==> src/rtl/serial_sub.sv <==
// Bit-serial subtractor: D = A - B, one full-subtractor step per clock, LSB first.
// Operands are latched in IDLE, shifted through the cell in RUN, and held in DONE.
module serial_sub #(
  parameter int WIDTH = 8
) (
  input  logic             clk,
  input  logic             rst_n,
  input  logic             in_valid,
  output logic             in_ready,
  input  logic [WIDTH-1:0] a,
  input  logic [WIDTH-1:0] b,
  output logic             out_valid,
  input  logic             out_ready,
  output logic [WIDTH-1:0] diff,
  output logic             bout,
  output logic             busy
);

  // One extra count bit keeps WIDTH=1 legal (a zero-width counter otherwise).
  localparam int CW = $clog2(WIDTH) + 1;

  typedef enum logic [1:0] {IDLE, RUN, DONE} state_e;

  state_e           state_q, state_d;
  logic [WIDTH-1:0] sa_q, sa_d;
  logic [WIDTH-1:0] sb_q, sb_d;
  logic [WIDTH-1:0] diff_q, diff_d;
  logic             borrow_q, borrow_d;
  logic             bout_q, bout_d;
  logic [CW-1:0]    count_q, count_d;

  logic x, y, d_bit, br_next;

  assign x       = sa_q[0];
  assign y       = sb_q[0];
  assign d_bit   = x ^ y ^ borrow_q;
  assign br_next = (~x & y) | (~(x ^ y) & borrow_q);

  always_comb begin
    // NOTE: every next-state signal gets a default first so no path infers a latch.
    state_d  = state_q;
    sa_d     = sa_q;
    sb_d     = sb_q;
    diff_d   = diff_q;
    borrow_d = borrow_q;
    bout_d   = bout_q;
    count_d  = count_q;
    unique case (state_q)
      IDLE: begin
        if (in_valid) begin
          sa_d     = a;
          sb_d     = b;
          borrow_d = 1'b0;
          count_d  = '0;
          state_d  = RUN;
        end
      end
      RUN: begin
        sa_d              = sa_q >> 1;
        sb_d              = sb_q >> 1;
        diff_d            = diff_q >> 1;
        diff_d[WIDTH-1]   = d_bit;
        borrow_d          = br_next;
        count_d           = count_q + CW'(1);
        if (count_q == CW'(WIDTH - 1)) begin
          bout_d  = br_next;
          state_d = DONE;
        end
      end
      DONE: begin
        if (out_ready) state_d = IDLE;
      end
      default: state_d = IDLE;
    endcase
  end

  // NOTE: sequential state uses non-blocking assignments; every register, including
  // the datapath shift registers, is reset so diff is never X after reset.
  always_ff @(posedge clk or negedge rst_n) begin
    if (!rst_n) begin
      state_q  <= IDLE;
      sa_q     <= '0;
      sb_q     <= '0;
      diff_q   <= '0;
      borrow_q <= 1'b0;
      bout_q   <= 1'b0;
      count_q  <= '0;
    end else begin
      state_q  <= state_d;
      sa_q     <= sa_d;
      sb_q     <= sb_d;
      diff_q   <= diff_d;
      borrow_q <= borrow_d;
      bout_q   <= bout_d;
      count_q  <= count_d;
    end
  end

  assign in_ready  = (state_q == IDLE);
  assign out_valid = (state_q == DONE);
  assign busy      = (state_q == RUN);
  assign diff      = diff_q;
  assign bout      = bout_q;

endmodule

==> config.mk <==
export PLATFORM = sky130hd
export DESIGN_NAME = serial_sub
export DESIGN_NICKNAME = d
export VERILOG_FILES = /design/src/rtl/serial_sub.sv
export SDC_FILE = /design/constraint.sdc
export NUM_CORES = 1
export LEC_CHECK = 0
export CAP_MARGIN = 15
export CELL_PAD_IN_SITES_DETAIL_PLACEMENT = 1
export CELL_PAD_IN_SITES_GLOBAL_PLACEMENT = 1
export CORE_ASPECT_RATIO = 2
export CORE_MARGIN = 2
export CORE_UTILIZATION = 35
export CTS_CLUSTER_DIAMETER = 120
export DETAILED_ROUTE_END_ITERATION = 8
export GPL_TIMING_DRIVEN = 0
export PLACE_DENSITY_LB_ADDON = 0.1
export SYNTH_ARGS = -nofsm -noshare
export SYNTH_HDL_FRONTEND = slang
export SYNTH_SLANG_ARGS = --single-unit
==> constraint.sdc <==
create_clock -name clk -period 3.1 [get_ports clk]
set_input_delay 0.775 -clock clk [delete_from_list [all_inputs] [get_ports clk]]
set_output_delay 0.775 -clock clk [all_outputs]
set_load 0.03 [all_outputs]
Yosys cells after proc, flatten, opt, wreduce, memory -nomap -nowiden --
Index checks and enable logic that the tools add are counted.
Word-level totals: output and inout port bits 12, memory bits (read-only) 0, word-level logic and storage cells 38, memory bits (writable) 0, latch bits 0, memories kept 0, register bits after elaboration 32, input bits 20
Operators by class: multiply operators 0, equality and inequality tests 6, reductions and logical operators 5, shifts and indexed selects 0, multiplexer cells 12, bitwise logic cells 7, div/mod/pow operators 0, $lt $le $gt $ge 0, add/subtract/negate cells 1
Operators with widths (count):
- 8-bit case mux with 2 select lines | 2
- 8-bit two-way mux | 2
- 4-bit case mux with 2 select lines | 1
- 2-bit two-way mux | 3
- 2-bit case mux with 3 select lines | 1
- 4-bit by 1-bit adder with 4-bit output (second input constant) | 1
- 4-bit by 3-bit == test with 1-bit output (second input constant) | 1
- 4-bit two-way mux | 1
- 2-bit by 1-bit inequality test with 1-bit output (second input constant) | 2
- 2-bit AND reduction | 2
- 3-bit AND reduction | 1
- 1-bit AND | 2
- 2-bit by 1-bit == test with 1-bit output (second input constant) | 1
- 2-bit == test (second input constant) | 1
- 2-bit logical NOT | 1
- 2-bit inequality test (second input constant) | 1
- 1-bit inverter | 2
- 1-bit case mux with 2 select lines | 1
- 2-bit nonzero test | 1
- 1-bit bitwise XOR | 2
- 1-bit two-way mux | 1
- 1-bit bitwise OR | 1

Logic depth before layout (Yosys ltp) --
Gate-level depths: netlist of the first run.
depth in word-level cells 5, depth in mapped cells 5, mapped depth without buffers 4

Least setup slack after synthesis of the first run --
No wires, ideal clock.
path kind flip-flop to output port, start register state_q[1], end output in_ready, cell stages (with the launch flop) 4, data required time 2325 ps, path buffers 2, arrival 1097 ps, path slack 1228 ps, path through dfrtp_1 > buf_2 > buf_2 > nor2_1
On the way: cells in the longest elaborated chain, start to end 1
RTL lines:
- start: declaration | RTL line 24 | state_e state_q, state_d;
- start signal: assignment | RTL line 89 | state_q <= state_d;
- 2-bit logical NOT | RTL line 99 | assign in_ready = (state_q == IDLE);
- end: declaration | RTL line 9 | output logic in_ready,
No other way between the ends.

Worst setup path in the final report of the first run --
start register state_q[1], end output busy
On the way: cells in the longest elaborated chain, start to end 1
RTL lines:
- 2-bit by 1-bit == test with 1-bit output | RTL line 101 | assign busy = (state_q == RUN);
- end: declaration | RTL line 16 | output logic busy
No other way between the ends.

==> results of run 1 <==
[power groups by stage]
stage                     clock network, mW  registers [mW]  logic [mW]
after CTS                             0.312           0.725       0.822
after detailed placement                  0           0.730       0.819
final                                 0.297           0.721       0.798
after global placement                    0           0.717       0.785
after floorplan                           0           0.804       0.419
after global routing                  0.326           0.750       0.886
[flip-flops by register name (all words and copies together), names as in the netlist]
| signal | flops |
|---|---|
| state_q | 2 |
| diff | 8 |
| borrow_q | 1 |
| sb_q | 8 |
| bout | 1 |
| count_q | 4 |
| sa_q | 8 |
[kinds of logic (layout without fill, tap and decap cells)]
logic type	after synthesis	in the layout	share of synthesized area, %
simple gates	57	57	18.5
compound gates	49	49	19.8
flops	32	32	53.7
buf+inv	14	52	4.45
fa+ha+maj	2	2	2.18
mux	2	2	1.34
[worst register-to-register path: cells and delay by family, from the launching register on]
kind,cells,cell delay [ns]
compound gates,2,0.57
buf+inv,1,0.20
flops,1,0.42
[area by class of cell]
cell class              count  area, um2  area share (%)
repair buffers             31        305            15.8
multi-input cells         110        623            32.1
clock inverters             1       5.00           0.258
flip-flops and latches     32        801            41.3
clock buffers               6       72.6            3.74
plain buffers               9       47.5            2.45
well taps                  52       65.1            3.36
inverters                   5       18.8           0.968
[stage by stage]
| stage | hold slack, ns | std cells |
|---|---|---|
| floorplan | 0.450 | 156 |
| global placement | 0.463 | 239 |
| detailed placement | 0.471 | 239 |
| CTS | 0.488 | 246 |
| global route | 0.502 | 246 |
| finish | 0.475 | 246 |
[placed cells by master (no fill, tap or decap), types with 2 or more instances in the layout]
cell type / n
sky130_fd_sc_hd__clkdlybuf4s50_1: 30
sky130_fd_sc_hd__and3b_1: 2
sky130_fd_sc_hd__nand2_1: 34
sky130_fd_sc_hd__clkbuf_8: 5
sky130_fd_sc_hd__buf_2: 6
sky130_fd_sc_hd__nor2b_1: 9
sky130_fd_sc_hd__a22oi_1: 13
sky130_fd_sc_hd__dfrtp_1: 32
sky130_fd_sc_hd__and2b_1: 4
sky130_fd_sc_hd__nand3_1: 3
sky130_fd_sc_hd__mux2i_1: 2
sky130_fd_sc_hd__o21ai_0: 19
sky130_fd_sc_hd__clkbuf_1: 3
sky130_fd_sc_hd__a22o_1: 2
sky130_fd_sc_hd__nand2b_1: 3
sky130_fd_sc_hd__buf_4: 2
sky130_fd_sc_hd__inv_1: 5
sky130_fd_sc_hd__a21oi_1: 13
[how the worst max path moves through the flow]
stage,from,endpoint,slack [ns],cells past startpoint
after detailed placement,state_q[1],busy,0.69,4
after floorplan,state_q[1],in_ready,1.23,3
after global placement,rst_n,sa_q[5],0.65,1
after CTS,state_q[1],busy,0.37,4
after global routing,state_q[1],busy,0.31,4
final,state_q[1],busy,0.41,4
[per-layer routing]
layer  vias to the layer above  wire [um]
li1                        604          -
met1                       616       1390
met2                        27       2090
met3                         6        136
met4                         0         68
met5                         -          0
==> metrics list, run 1 <==
- The flow ran to the end, and the final reports show no timing, DRC or antenna violations.
* Num ports: 32
- Port buffering added 31 buffers.
- Compared with the post-synthesis result, the final layout area differs by 30.1%.
- Class of the tightest hold or removal check: register to register
- The number of global-route vias before repair was 1362.
* Placed inst area: 1860 um2
* Share of total power in sequential cells: 39.7%
* Worst IR drop on VDD: 0.000443 V
- The first global-routing pass estimated 6.39 mm of wire.
* Clock H-tree levels: 2
- Final number of max-transition violations: 0
* Startpoint of the tightest hold check path: diff[0]
- In the post-synthesis netlist, the cell with the most instances is sky130_fd_sc_hd__nand2_1.
* Count of hold buffers inserted by post-cts repair: 0
- Along the worst path, the maximum fanout reaches 10.
* Rel. slew slack: 50.4%
* Final Hold Viols: 0
- The region available for standard cell placement spans 4090 um2.
- Detailed placement ended at an HPWL of 2.72 mm.
- For hold timing, the worst endpoint is diff[0].
- Worst setup slack before clock tree synthesis: 0.693 ns
- Counting both buffers and inverters, the worst setup path holds a total of 3.
* Initial antenna violation count: 0
- Filler Cell Count: 472
- Sequential cell area fraction in the yosys report: 53.7%
- Required time of the worst setup path: 2.32 ns
- Gates resized during post-CTS repair numbered 0.
* Worst Reg2Reg Path Length in Cells: 3
- Using the TritonRoute via totals, the vias-per-cell ratio works out to 5.09.
- TritonCTS created 5 clock buffers.
- The initialized floorplan defines 33 standard-cell rows.
* CP startpoint kind: register
* Net switching component of the power: 0.728 mW
- Clock-pin slew was measured on the worst setup and hold paths at 0.07 ns.
- In this run the critical register-to-register path is captured at count_q[2].
- The number of nets handed over by synthesis was 178.
- The clock net in this run drives a total of 32 sinks.
* Setup violation total in the final timing report: 0
- Drt first-iter violations: 14
- Largest net degree at the start of global routing: 33
- Final worst setup slack: 0.410 ns
- Dominant cells by area after synthesis: sky130_fd_sc_hd__dfrtp_1 54%, sky130_fd_sc_hd__nand2_1 8.6%, sky130_fd_sc_hd__a22oi_1 6.5%
- Counting flops with a built-in enable in the synthesized netlist gives 0.
* Register-to-register setup slack: 1.80 ns
- For this design the static power due to leakage is 0.884 nW.
- Power per standard cell area: 937 nW/um2
* Met3 routing resource usage after global routing: 3.88%
- Number of synthesized register bits: 32
* Top cell type by total area after synthesis: sky130_fd_sc_hd__dfrtp_1
- Fraction of power spent switching nets: 40.1%
- Unrepaired setup endpoints after global routing: no
- Residual antenna-violating net count after detailed routing: 0
- Routed via count: 1253
* Horizontal die dimension: 50.1 um
* Final worst-path cycle share: 86.8%
- The startpoint identified for the worst register-to-register timing path is state_q[1].
* Average instance area after synthesis: 9.55 um2
- Starting density of the core: 36.5%
- Worst setup path category: register to primary output
- Number of buffers on the longest clock path: 2
- Global-route usage over all layers: 17.7%
* Weighted congestion reported at the end of routability-driven placement: 0.784
* Largest incremental delay on the critical path: 0.71 ns
* CP endpoint kind: primary output
* Power, Total: 1.82 mW
* Overflow after GRT: 0
- Grouping stages by cell kind, the critical path spends the most delay in buffers and inverters.
- Summing all non-filler instances in the final layout gives an area of 1940 um2.
- Cell internal power was estimated by the tool at 1.09 mW.
- The net count of the finished layout is 216.
- Layout cell share with drive strength beyond 1: 7.73%
* Mean routed wirelength per cell: 15.0 um
- Derived from the worst setup path, the maximum achievable clock frequency is 372 MHz.
* Cell count after synthesis: 156
- In this run the cell area of the synthesized design comes to 1490 um2.
* Worst-Skew Late Latency: 0.28 ns
- Clock share of power: 16.4%
- Post-synth top area share: 53.7%
* CTS tree: built
* Setup total negative slack: 0 ns
- The first TritonRoute pass finished after 2 iterations.
- Measured slew at the worst slew-check pin: 0.744 ns
- Number of maximum-capacitance violations: 0
- In the routed design, unresolved DRC markers number 0.
- Synthesis instantiated 22 different standard cells from the library.
- The Yosys step of the flow raised 0 warnings.
- For the finished layout, the period the worst path requires is 2.69 ns.
* Post-synth top flop: sky130_fd_sc_hd__dfrtp_1
* Die boundary height: 96.3 um
- Post-CTS Setup Inserts: 0
- The die covers 4830 um2.
- Traced cell by cell, the critical path runs through nand2b_1 -> inv_1 -> buf_2 -> clkdlybuf4s50_1.
- Worst hold path stage count: 2
* Finished Core Util: 47.4%
- Most crowded layer after global routing: met2
- Power share of the combinational group: 44.0%
- Total length of routed wires: 3.68 mm
* Synth top cells by count: 34 x sky130_fd_sc_hd__nand2_1, 32 x sky130_fd_sc_hd__dfrtp_1, 19 x sky130_fd_sc_hd__o21ai_0, 13 x sky130_fd_sc_hd__a21oi_1, 13 x sky130_fd_sc_hd__a22oi_1
* Global-route met1 utilization: 18.5%
* Slowest stage cell on the critical path: sky130_fd_sc_hd__clkdlybuf4s50_1
* Worst clock skew: 0.00654 ns
* Share of synthesized registers carrying an async set or reset: 100%
- Data arrival time of the critical path: 1.92 ns
- CTS placed an instance of sky130_fd_sc_hd__clkbuf_8 at the clock tree root.
* Ant. Diodes: 0
- Met2 capacity usage during global routing: 33.2%
Power figures use the tool's default switching activity.
==> run 2: changes to the inputs <==
Settings changed: HOLD_SLACK_MARGIN set to 0.15.
==> results of run 2 <==
No change in the layout: final DEF, timing and power equal those of run 1.
